===== src/rtl/uart_rx_fifo.sv =====
`default_nettype none
// ============================================================================
// Module   : uart_rx_fifo
// Brief    : UART receiver (optional parity, selectable bit order) feeding a
//            first-word-fall-through receive FIFO with error pulses.
// Revision : 1.0 - initial release
// ============================================================================
module uart_rx_fifo #(
    parameter int DATA_BITS    = 8,
    parameter int CLKS_PER_BIT = 16,
    parameter int PARITY       = 0,
    parameter int MSB_FIRST    = 1,
    parameter int FIFO_DEPTH   = 8
) (
    input  logic                          clk,
    input  logic                          reset,
    input  logic                          rx,
    input  logic                          rd_en,
    output logic [DATA_BITS-1:0]          rd_data,
    output logic                          empty,
    output logic                          full,
    output logic [$clog2(FIFO_DEPTH):0]   count,
    output logic                          rx_busy,
    output logic                          frame_err,
    output logic                          parity_err,
    output logic                          overrun
);

    localparam int CW   = $clog2(CLKS_PER_BIT) + 1;
    localparam int BW   = $clog2(DATA_BITS + 1);
    localparam int AW   = $clog2(FIFO_DEPTH);
    localparam int CNTW = AW + 1;

    localparam logic [CW-1:0]   C_LAST  = CW'(CLKS_PER_BIT - 1);
    localparam logic [CW-1:0]   C_HALF  = CW'((CLKS_PER_BIT - 1) / 2);
    localparam logic [BW-1:0]   C_NBITS = BW'(DATA_BITS - 1);
    localparam logic [CNTW-1:0] C_DEPTH = CNTW'(FIFO_DEPTH);
    localparam logic            C_ODD   = (PARITY == 2);

    typedef enum logic [2:0] {
        S_IDLE      = 3'd0,
        S_START     = 3'd1,
        S_DATA      = 3'd2,
        S_PARITY    = 3'd3,
        S_STOP      = 3'd4,
        S_WAIT_HIGH = 3'd5
    } state_t;

    state_t                r_state;
    logic                  r_sync1;
    logic                  r_sync2;
    logic [CW-1:0]         r_cnt;
    logic [BW-1:0]         r_bitcnt;
    logic [DATA_BITS-1:0]  r_shift;
    logic                  r_pfault;
    logic                  r_push;
    logic                  r_frame_err;
    logic                  r_parity_err;
    logic                  r_overrun;

    logic [DATA_BITS-1:0]  r_mem [FIFO_DEPTH];
    logic [AW-1:0]         r_wr_ptr;
    logic [AW-1:0]         r_rd_ptr;
    logic [CNTW-1:0]       r_count;

    logic                  w_rxs;
    logic                  w_par_exp;
    logic                  w_full;
    logic                  w_empty;
    logic                  w_pop;
    logic                  w_wr;

    assign w_rxs     = r_sync2;
    assign w_par_exp = (^r_shift) ^ C_ODD;

    // Two-flop synchroniser for the asynchronous serial line (idles high).
    always_ff @(posedge clk) begin
        if (reset) begin
            r_sync1 <= 1'b1;
            r_sync2 <= 1'b1;
        end else begin
            r_sync1 <= rx;
            r_sync2 <= r_sync1;
        end
    end

    // Receiver FSM: bit timing, deserialisation, parity/stop checks, push request.
    always_ff @(posedge clk) begin
        if (reset) begin
            r_state      <= S_IDLE;
            r_cnt        <= '0;
            r_bitcnt     <= '0;
            r_shift      <= '0;
            r_pfault     <= 1'b0;
            r_push       <= 1'b0;
            r_frame_err  <= 1'b0;
            r_parity_err <= 1'b0;
        end else begin
            r_push       <= 1'b0;
            r_frame_err  <= 1'b0;
            r_parity_err <= 1'b0;
            case (r_state)
                S_IDLE: begin
                    if (!w_rxs) begin
                        r_state <= S_START;
                        r_cnt   <= '0;
                    end
                end
                S_START: begin
                    if (r_cnt == C_HALF) begin
                        r_cnt <= '0;
                        if (w_rxs) begin
                            r_state <= S_IDLE;
                        end else begin
                            r_state  <= S_DATA;
                            r_bitcnt <= '0;
                            r_pfault <= 1'b0;
                        end
                    end else begin
                        r_cnt <= r_cnt + 1'b1;
                    end
                end
                S_DATA: begin
                    if (r_cnt == C_LAST) begin
                        r_cnt    <= '0;
                        r_bitcnt <= r_bitcnt + 1'b1;
                        if (MSB_FIRST != 0) begin
                            r_shift <= {r_shift[DATA_BITS-2:0], w_rxs};
                        end else begin
                            r_shift <= {w_rxs, r_shift[DATA_BITS-1:1]};
                        end
                        if (r_bitcnt == C_NBITS) begin
                            r_state <= (PARITY != 0) ? S_PARITY : S_STOP;
                        end
                    end else begin
                        r_cnt <= r_cnt + 1'b1;
                    end
                end
                S_PARITY: begin
                    if (r_cnt == C_LAST) begin
                        r_cnt    <= '0;
                        r_pfault <= (w_rxs != w_par_exp);
                        r_state  <= S_STOP;
                    end else begin
                        r_cnt <= r_cnt + 1'b1;
                    end
                end
                S_STOP: begin
                    if (r_cnt == C_LAST) begin
                        r_cnt <= '0;
                        if (w_rxs) begin
                            r_state <= S_IDLE;
                            if (r_pfault) begin
                                r_parity_err <= 1'b1;
                            end else begin
                                r_push <= 1'b1;
                            end
                        end else begin
                            r_frame_err <= 1'b1;
                            r_state     <= S_WAIT_HIGH;
                        end
                    end else begin
                        r_cnt <= r_cnt + 1'b1;
                    end
                end
                S_WAIT_HIGH: begin
                    if (w_rxs) begin
                        r_state <= S_IDLE;
                    end
                end
                default: begin
                    r_state <= S_IDLE;
                end
            endcase
        end
    end

    assign w_full  = (r_count == C_DEPTH);
    assign w_empty = (r_count == '0);
    assign w_pop   = rd_en && !w_empty;
    assign w_wr    = r_push && (!w_full || w_pop);

    // FIFO pointers, occupancy and overrun detection (a pop frees room for a same-cycle push).
    always_ff @(posedge clk) begin
        if (reset) begin
            r_wr_ptr  <= '0;
            r_rd_ptr  <= '0;
            r_count   <= '0;
            r_overrun <= 1'b0;
        end else begin
            r_overrun <= r_push && w_full && !w_pop;
            if (w_wr) begin
                r_wr_ptr <= r_wr_ptr + 1'b1;
            end
            if (w_pop) begin
                r_rd_ptr <= r_rd_ptr + 1'b1;
            end
            case ({w_wr, w_pop})
                2'b10:   r_count <= r_count + 1'b1;
                2'b01:   r_count <= r_count - 1'b1;
                default: r_count <= r_count;
            endcase
        end
    end

    // Storage array; contents need no reset because the head is masked while empty.
    always_ff @(posedge clk) begin
        if (w_wr) begin
            r_mem[r_wr_ptr] <= r_shift;
        end
    end

    assign rd_data    = w_empty ? '0 : r_mem[r_rd_ptr];
    assign empty      = w_empty;
    assign full       = w_full;
    assign count      = r_count;
    assign rx_busy    = (r_state != S_IDLE);
    assign frame_err  = r_frame_err;
    assign parity_err = r_parity_err;
    assign overrun    = r_overrun;

endmodule
`default_nettype wire

===== config.mk =====
export PLATFORM = sky130hd
export DESIGN_NAME = uart_rx_fifo
export DESIGN_NICKNAME = d
export VERILOG_FILES = /design/src/rtl/uart_rx_fifo.sv
export SDC_FILE = /design/constraint.sdc
export NUM_CORES = 1
export LEC_CHECK = 0
export CORE_ASPECT_RATIO = 1.1
export CORE_UTILIZATION = 54
export DETAILED_ROUTE_END_ITERATION = 8
export GPL_TIMING_DRIVEN = 0
export PLACE_DENSITY = 0.76
export RECOVER_POWER = 25
export SLEW_MARGIN = 20
export SYNTH_ARGS = -nofsm -noshare
export SYNTH_HDL_FRONTEND = slang
export SYNTH_SLANG_ARGS = --single-unit

===== constraint.sdc =====
create_clock -name clk -period 2.2 [get_ports clk]
set_clock_uncertainty 0.1 [all_clocks]
set_input_delay 0.55 -clock clk [delete_from_list [all_inputs] [get_ports clk]]
set_output_delay 0.55 -clock clk [all_outputs]
set_load 0.02 [all_outputs]

# After elaboration in Yosys (flattened, before gate mapping)
# Memory sizes are Yosys's and may differ from the RTL's. A register that Yosys moved wholly into a read port is not among the register bits.
# Index checks and enable logic that the tools add are counted.
# totals
register_bits	37
mem_bits_rw	64
input_bits	4
output_inout_bits	18
word_cells	99
mem_count	1
# op_classes
n_addsub	6
n_eq_ne	20
mux	31
bitwise_logic	3
n_reduce_logical	24
# mem_list
name	depth	word_bits	read_ports	rd_clocked_by_memory_dff	write_ports	line_no	text
r_mem	8	8	1	1	1	61	logic [DATA_BITS-1:0] r_mem [FIFO_DEPTH];
# ops
operator	n
$mux W3	10
$pmux W3 S6	1
$ne A2 B2 Y1 const B	8
$pmux W4 S2	2
$mux W5	3
$pmux W5 S3	1
$mux W4	3
$add A4 B1 Y4 const B	2
$mux W1	8
$mux W8	1
$reduce_and A4 Y1	2
$reduce_xor A8 Y1	1
$reduce_and A7 Y1	1
$add A3 B1 Y3 const B	2
$eq A3 B2 Y1 const B	2
$eq A3 B3 Y1 const B	2
$reduce_bool A2 Y1	3
$reduce_bool A3 Y1	2
$reduce_or A3 Y1	2
$add A5 B1 Y5 const B	1
$eq A5 B3 Y1 const B	1
$eq A5 B4 Y1 const B	1
$eq A4 B3 Y1 const B	1
$eq A4 B4 Y1 const B	1
other kinds (15)	23

# Longest topological paths before layout
# Gate-level depths: netlist of the first run.
# depth
ltp_word	7
mapped_depth	10
depth_no_buf	8

# Least setup slack after synthesis of the first run
# Ideal clock, no wire load.
# synth_path
path_type	register to register
start	register r_count[1] (netlist: count[1])
end	register r_count[2] (netlist: count[2])
setup_time_ns	0.123
t_arrival_ns	2.341
t_required_ns	1.977
path_slack_ns	-0.364
stages_incl_launch_ff	11
path_buffers	2
synth_period_minus_slack_ns	2.564
path_cell_list	dfxtp_1 -> buf_2 -> or4_4 -> clkinv_1 -> buf_2 -> nor3_1 -> a21o_1 -> ha_1 -> nor4_1 -> a31oi_1 -> mux2_1
# synth_between
elab_chain_cells	7
word_cells_on_any_way	13
classes_between	add/sub: 2; eq/ne: 3; mux: 1; reduce/logical: 7
# synth_lines
element	line_no	text
start, declared	64	logic [CNTW-1:0] r_count;
start signal, assigned	199	2'b10: r_count <= r_count + 1'b1;
start signal, assigned	200	2'b01: r_count <= r_count - 1'b1;
start signal, assigned	201	default: r_count <= r_count;
$logic_not A4 Y1 *	179	assign w_empty = (r_count == '0);
net empty	20	output logic empty,
$logic_not A1 Y1 *	180	assign w_pop = rd_en && !w_empty;
$logic_and A1 B1 Y1 *	180	
$logic_or A1 B1 Y1	181	assign w_wr = r_push && (!w_full || w_pop);
$logic_and A1 B1 Y1	181	
$eq A2 B1 Y1 / $eq A2 B2 Y1 (equally long branches)	198	case ({w_wr, w_pop})
$pmux W4 S2 / $reduce_bool A2 Y1 (equally long branches)	--	
# The timed path passes the listed nets; every way through them passes the cells marked *.
# A chain may end at the register's enable or synchronous reset.

==> reports/qor.csv, run 1 <==
metric,value,unit
via count,2810,
final core utilization,65.40,%
CTS tree,built,
Top Layer Used,met4,
syn_area_per_cell,13.00,um2
Synth Warn #,0,
Die W,88.27,um
Synth Area in Simple Gates,12.48,%
adder and majority gate portion of the synthesized area,1.981,%
CP required,1.55,ns
Remaining DRCs,0,
commonest register cell after synthesis,edfxtp_1,
"Cell Area, Synth",0.004420,mm2
clk root buf,clkbuf_8,
area growth from synthesis to layout,17.07,%
RSZ-0062 raised after global routing,true,
cts hold-fix bufs,0,
Ant. Diodes,0,
CTS Buf Count,9,
worst slack at placement,-0.6243,ns
status,"complete, but fails checks",
Pre-antenna DRT Iters,4,
R2R depth,9,
measured slew at the worst slew-check pin,0.8465,ns
crit end category,output port,
first-pass GRT wire length,14.01,mm
final hold vios,0,
Fmax,398.0,MHz
XOR/XNOR Fraction of Synth Area,2.689,%
Filler cells,596,
main combinational cell family by area after synthesis,simple AND/OR/NAND/NOR gates,
initial antenna violation count,0,
CP endpoint,rd_data[1],
I/O pins,22,
WL met3,304,um
Initial Util,55.87,%
"commonest non-fill, non-tap cell in the layout",edfxtp_1,
Max stage delay on crit path,0.51,ns
PortBufs,19,
CTS max path bufs,2,
Yosys reg bits,104,
CP top delay family,multiplexers,
sequential-to-total area share from yosys stat,61.59,%
Reg2Reg Capture Point,count[2],
max-slew violation count,0,
worst skew pair latency,0.36,ns
Tcrit/Tclk final,114.2,%
Cells after Synth,340,
# setup viols final,10,
crit path cell chain,"buf_6, buf_12, mux4_2, mux2i_1, nor2_1, buf_4",
largest net degree at the start of global routing,19,
startpoint type of the worst setup path,flip-flop,
Post-synth EDFFs,64,
"Reg clk slew, reported paths",0.09,ns
layout cells sized above 1,23.06,%
Critical path buffers and inverters,3,
Reg-to-Reg Start,count[0],
initial DRC count,179,
Post-Syn Nets,351,
Final nets,392,
static leakage,0.001789,uW
mux share of post-synthesis cell area,10.44,%
min Tclk post-route,2.512,ns
CP Max Fanout,5,
wire length on met1,3.624,mm
Max Cap Viol,0,
Die Ht,96.90,um
peak ir drop on the vdd network,0.0006145,V
worst reg-to-reg setup slack,-0.10,ns
H-tree depth reported by CTS,3,
number of cells on the critical path,6,
metal2 WL,4.803,mm
asr flop ratio synth,0,%
failing checks,setup timing,
FP Rows,34,
vias in the first global route,2821,
"commonest cells after routing, fill and taps aside","64 x edfxtp_1, 34 x dfxtp_1, 29 x nor2_1",
CTS Sinks,104,
Fin Setup TNS,-2.396,ns
Power Density,845.8,mW/mm2
die area,0.008552,mm2
post-synth top area cell,edfxtp_1,
Crit Path Category,reg -> out,
"slowest stage cell, crit path",mux4_2,
top area cells in the synthesized netlist,"edfxtp_1 43%, dfxtp_1 18%, mux4_2 8.2%",
Final GP Congestion,0.8338,
CP arrival,1.86,ns
post-synthesis compound-gate area fraction,8.378,%
hold_ws,0.3155,ns
HPWL reported at the end of detailed placement,5.534,mm
WL/cell,17.90,um
All-Layer GR Usage,22.32,%
gr ovfl total,0,
CORE AREA,0.007913,mm2
Netlist cell types,56,
Routed Antenna Nets,0,
final wirelength,8.841,mm
final setup margin,-0.3123,ns
vias per inst,5.688,
Slew HR,43.26,%
Hold WC Path Type,reg -> reg,
Synth top area share,43.48,%
==> worst register-to-register path: cells and delay by family (launching register included) <==
| kind | cells | cell delay, ns |
|---|---|---|
| AOI/OAI and AO/OA | 2 | 0.22 |
| buffers and inverters | 2 | 0.20 |
| adders and majority gates | 1 | 0.18 |
| muxes | 1 | 0.32 |
| DFF | 1 | 0.37 |
| and+or+nand+nor | 3 | 0.80 |
==> repair_timing <==
item / 4_1_cts / 5_1_grt
pin swaps: 2 / 3
resized for setup: 72 / 10
gates cloned: 2 / 0
setup buffers: 9 / 3
setup endpoints to repair: 44 / 65
==> synth_stat cells, drive strengths merged, types with 3 or more instances <==
master / number
dfxtp: 40
mux2i: 9
ha: 7
nand2b: 9
mux4: 16
or4: 3
nor2: 33
edfxtp: 64
clkbuf: 8
nor3: 8
a21oi: 21
inv: 6
nand3: 6
buf: 10
a31oi: 3
nand2: 27
or3: 5
xor2: 5
o21ai: 11
o22ai: 3
xnor2: 6
nor2b: 3
or2: 3
==> power by group <==
group	internal (uW)	leakage (uW)	switching, uW
logic	566	0.000771	482
clock network	570	0.0000981	644
registers	2080	0.000919	38.0
==> metrics by stage <==
stage	cell area (um2)	power [uW]	instances
after floorplan	4438	2658	340
after global placement	4763	2879	467
after detailed placement	4768	2896	467
after CTS	5136	4359	492
after global routing	5175	4557	494
final	5175	4377	494
==> layer usage <==
metal | vias up | GRT usage, %
met5 | - | 0
met4 | 0 | 6.576
met3 | 10 | 5.205
met2 | 55 | 37.99
met1 | 1390 | 28.02
li1 | 1355 | -
==> registers in the layout, indices dropped and copies added (netlist names), named ones only <==
register / cells
r_shift: 8
overrun: 1
frame_err: 1
r_push: 1
parity_err: 1
r_sync2: 1
r_rd_ptr: 3
r_bitcnt: 4
r_mem: 64
r_pfault: 1
r_cnt: 5
r_wr_ptr: 3
count: 4
r_sync1: 1
r_state: 3
==> layout make-up <==
cell class	count	area, um2	area share (%)
flip-flops and latches	104	2735	52.85
multi-input cells	211	1658	32.04
repair buffers	32	297.8	5.754
clock buffers	11	141.4	2.732
well taps	108	135.1	2.611
plain buffers	16	111.4	2.152
clock inverters	5	65.06	1.257
inverters	7	31.28	0.6044
==> logic make-up (layout without fill, tap and decap cells) <==
family	count (synthesis)	in the layout
and+or+nand+nor	109	109
xor gates and xnor gates	12	12
adders and majority gates	7	7
buffers and inverters	25	71
AOI/OAI and AO/OA	57	57
DFF	104	104
muxes	26	26
==> worst min-delay path by stage <==
| stage | start | end | slack (ns) | cells after the start |
|---|---|---|---|---|
| 2_1_floorplan | r_sync1 | r_sync2 | 0.29 | 1 |
| 3_3_place_gp | r_sync1 | r_sync2 | 0.29 | 1 |
| 3_5_place_dp | r_sync1 | r_sync2 | 0.30 | 1 |
| 4_1_cts | r_sync1 | r_sync2 | 0.32 | 1 |
| 5_1_grt | r_sync1 | r_sync2 | 0.34 | 1 |
| 6_report | r_sync1 | r_sync2 | 0.32 | 1 |
No activity file was read; power rests on OpenSTA's default activity.
==> inputs of run 2 (changes only) <==
ABC_AREA = 1   (was unset)
==> run 2 against run 1 <==
- the run still ends with setup timing left
- synthesized area increased by 1.5%
- die area rose by 1.5%
- clock power fell by 9.9%
- register-to-register slack improved by 0.32 ns
- cell count increased by 25%
- final area grew 4.0%
- maximum frequency increased by 4.6%
- non-clock buffer count shrank 2
- sequential power rose by 9.4%
- worst hold slack better by 0.0032 ns
- utilization grew 1.9 points
- critical endpoint is now rd_data[7]
- largest power group is now combinational logic
==> reports/qor.csv, run 2 <==
metric,value,unit,change
adder and majority gate portion of the synthesized area,1.951,%,was 1.981%
Crit Path Category,reg -> out,,unchanged
I/O pins,22,,unchanged
layout cells sized above 1,20.63,%,was 23.06%
Fmax,416.3,MHz,was 398.0 MHz
largest net degree at the start of global routing,19,,unchanged
WL/cell,16.09,um,was 17.90 um
CORE AREA,0.007998,mm2,was 0.007913 mm2
status,"complete, but fails checks",,unchanged
Synth Warn #,0,,unchanged
R2R depth,10,,was 9
Cells after Synth,460,,was 340
die area,0.008680,mm2,was 0.008552 mm2
final setup margin,-0.2020,ns,was -0.3123 ns
startpoint type of the worst setup path,flip-flop,,unchanged
CTS Sinks,104,,unchanged
CTS max path bufs,2,,unchanged
Initial Util,56.12,%,was 55.87%
first-pass GRT wire length,15.94,mm,was 14.01 mm
mux share of post-synthesis cell area,0,%,was 10.44%
FP Rows,34,,unchanged
Top reg by flops,r_mem,,unchanged
Final nets,515,,was 392
H-tree depth reported by CTS,3,,unchanged
"Reg clk slew, reported paths",0.09,ns,about the same
CP arrival,1.75,ns,was 1.86 ns
Netlist cell types,38,,was 56
Hold WC Path Type,reg -> reg,,unchanged
post-synthesis compound-gate area fraction,13.21,%,was 8.378%
commonest register cell after synthesis,edfxtp_1,,unchanged
Area after DPL,0.004833,mm2,was 0.004768 mm2
XOR/XNOR Fraction of Synth Area,1.756,%,was 2.689%
post-synth top area cell,edfxtp_1,,unchanged
worst skew pair latency,0.37,ns,was 0.36 ns
crit end category,output port,,unchanged
Ant. Diodes,0,,unchanged
All-Layer GR Usage,24.73,%,was 22.32%
syn_area_per_cell,9.757,um2,was 13.00 um2
cts hold-fix bufs,0,,unchanged
HPWL reported at the end of detailed placement,6.391,mm,was 5.534 mm
Reg-to-Reg Start,r_cnt[0],,was count[0]
Post-Syn Nets,471,,was 351
Max Cap Viol,0,,unchanged
CTS Buf Count,9,,unchanged
sequential-to-total area share from yosys stat,60.66,%,was 61.59%
final hold vios,0,,unchanged
Fin Setup TNS,-1.176,ns,was -2.396 ns
Power Density,1078,mW/mm2,was 845.8 mW/mm2
asr flop ratio synth,0,%,unchanged
CP required,1.55,ns,about the same
Synth Area in Simple Gates,17.62,%,was 12.48%
Slew HR,63.22,%,was 43.26%
peak ir drop on the vdd network,0.0007215,V,was 0.0006145 V
PortBufs,21,,was 19
initial DRC count,173,,was 179
Tcrit/Tclk final,109.2,%,was 114.2%
Yosys reg bits,104,,unchanged
Post-synth EDFFs,64,,unchanged
vias per inst,5.559,,was 5.688
Largest regs,"r_mem (64), r_shift (8), r_cnt (5)",,unchanged
RSZ-0062 raised after global routing,true,,unchanged
Routed Antenna Nets,0,,unchanged
"commonest non-fill, non-tap cell in the layout",nor2_1,,was edfxtp_1
Final GP Congestion,0.8507,,was 0.8338
top-count cell post-synth,nor2_1,,was edfxtp_1
worst reg-to-reg setup slack,0.22,ns,was -0.10 ns
static leakage,0.001890,uW,was 0.001789 uW
Synth top area share,42.82,%,was 43.48%
measured slew at the worst slew-check pin,0.5509,ns,was 0.8465 ns
Pre-antenna DRT Iters,5,,was 4
initial antenna violation count,0,,unchanged
Die W,88.93,um,was 88.27 um
gr ovfl total,0,,unchanged
main combinational cell family by area after synthesis,simple AND/OR/NAND/NOR gates,,unchanged
max-slew violation count,0,,unchanged
CTS tree,built,,unchanged
final wirelength,9.928,mm,was 8.841 mm
area growth from synthesis to layout,19.91,%,was 17.07%
Reg2Reg Capture Point,r_state[1],,was count[2]
design area,0.005381,mm2,was 0.005175 mm2
top post-synthesis cells by count,"92 x nor2_1, 64 x edfxtp_1, 63 x o21ai_0",,"was 64 x edfxtp_1, 40 x dfxtp_1, 32 x nor2_1"
top area cells in the synthesized netlist,"edfxtp_1 43%, dfxtp_1 18%, nor2_1 7.7%",,"was edfxtp_1 43%, dfxtp_1 18%, mux4_2 8.2%"
vias in the first global route,3345,,"was 2,821"
max reg flops,64,,unchanged
CP Max Fanout,6,,was 5
Remaining DRCs,0,,unchanged
clk root buf,clkbuf_8,,unchanged
CP endpoint,rd_data[7],,was rd_data[1]
"Cell Area, Synth",0.004488,mm2,was 0.004420 mm2
"commonest cells after routing, fill and taps aside","79 x nor2_1, 64 x edfxtp_1, 43 x o21ai_0",,"was 64 x edfxtp_1, 34 x dfxtp_1, 29 x nor2_1"
via count,3430,,"was 2,810"
Die Ht,97.62,um,was 96.90 um
min Tclk post-route,2.402,ns,was 2.512 ns
# setup viols final,8,,was 10
failing checks,setup timing,,unchanged
## run 2: cell types whose count changed after synthesis, sizes merged, moves of 7 or more
cell    before  now
a31oi        3   10
buf         10    2
inv          6   41
mux2i        9    0
mux4        16    0
nand2       27   51
nand2b       9    0
nand3        6   17
nor2        33   94
o21ai       11   66
## run 2: worst min-delay path by stage
stage               cells past startpoint  slack (ns)  startpoint  endpoint
floorplan                               1        0.29     r_sync1   r_sync2
global placement                        1        0.30     r_sync1   r_sync2
detailed placement                      1        0.30     r_sync1   r_sync2
CTS                                     1        0.32     r_sync1   r_sync2
global route                            1        0.36     r_sync1   r_sync2
finish                                  1        0.32     r_sync1   r_sync2
## run 2: per-stage QoR
| step | hold WS (ns) | utilization, % | setup WS [ns] | total power, uW | std cells |
|---|---|---|---|---|---|
| floorplan | 0.2895 | - | 0.1319 | 3600 | 460 |
| global placement | 0.2956 | 60.43 | -0.7006 | 4304 | 589 |
| detailed placement | 0.2999 | 60.43 | -0.7346 | 4378 | 589 |
| CTS | 0.3226 | 65.85 | -0.1870 | 5714 | 613 |
| global route | 0.3567 | 67.29 | -0.2526 | 6142 | 617 |
| finish | 0.3187 | 67.29 | -0.2020 | 5800 | 617 |
## run 2: logic make-up after synthesis
| family | Yosys count |
|---|---|
| xor gates and xnor gates | 9 |
| DFF | 104 |
| AOI/OAI and AO/OA | 107 |
| adders and majority gates | 7 |
| buffers and inverters | 56 |
| and+or+nand+nor | 177 |
## run 2: repair_timing
item	in CTS	in global routing
pin swaps	13	13
gates resized for setup	133	22
endpoints found under the hold margin	0	0
cloned	2	0
buffers inserted	6	4
setup endpoints to repair	75	75
## run 2: critical path, stage by stage (launching register included)
cell	delay, ns
dfxtp_4	0.41
inv_8	0.09
buf_8	0.11
buf_4	0.11
nor2_2	0.03
o22ai_2	0.21
o21ai_1	0.09
a31oi_1	0.17
buf_4	0.17
## run 2: power by group
group	switching, uW	internal (uW)	leakage [uW]
clock network	666	423	0.0000889
registers	162	2160	0.000803
logic	1390	999	0.000999
## run 2: final cells by class
cell class / instances / area, um2
fill: 631 / 2616
tap: 108 / 135.1
timing repair buffer: 33 / 319.1
sequential: 104 / 2738
inverter: 43 / 173.9
buffer: 13 / 157.7
multi-input combinational: 300 / 1677
clock inverter: 7 / 57.56
clock buffer: 9 / 123.9
## run 2: layer usage
metal | vias up | part of all wire [%] | wire length [um] | global-route usage, %
li1 | 1672 | - | - | -
met1 | 1614 | 40 | 3967 | 29.52
met2 | 124 | 51 | 5110 | 42.78
met3 | 20 | 5.8 | 577 | 3.314
met4 | 0 | 2.7 | 272 | 12.41
met5 | - | 0 | 0 | 0
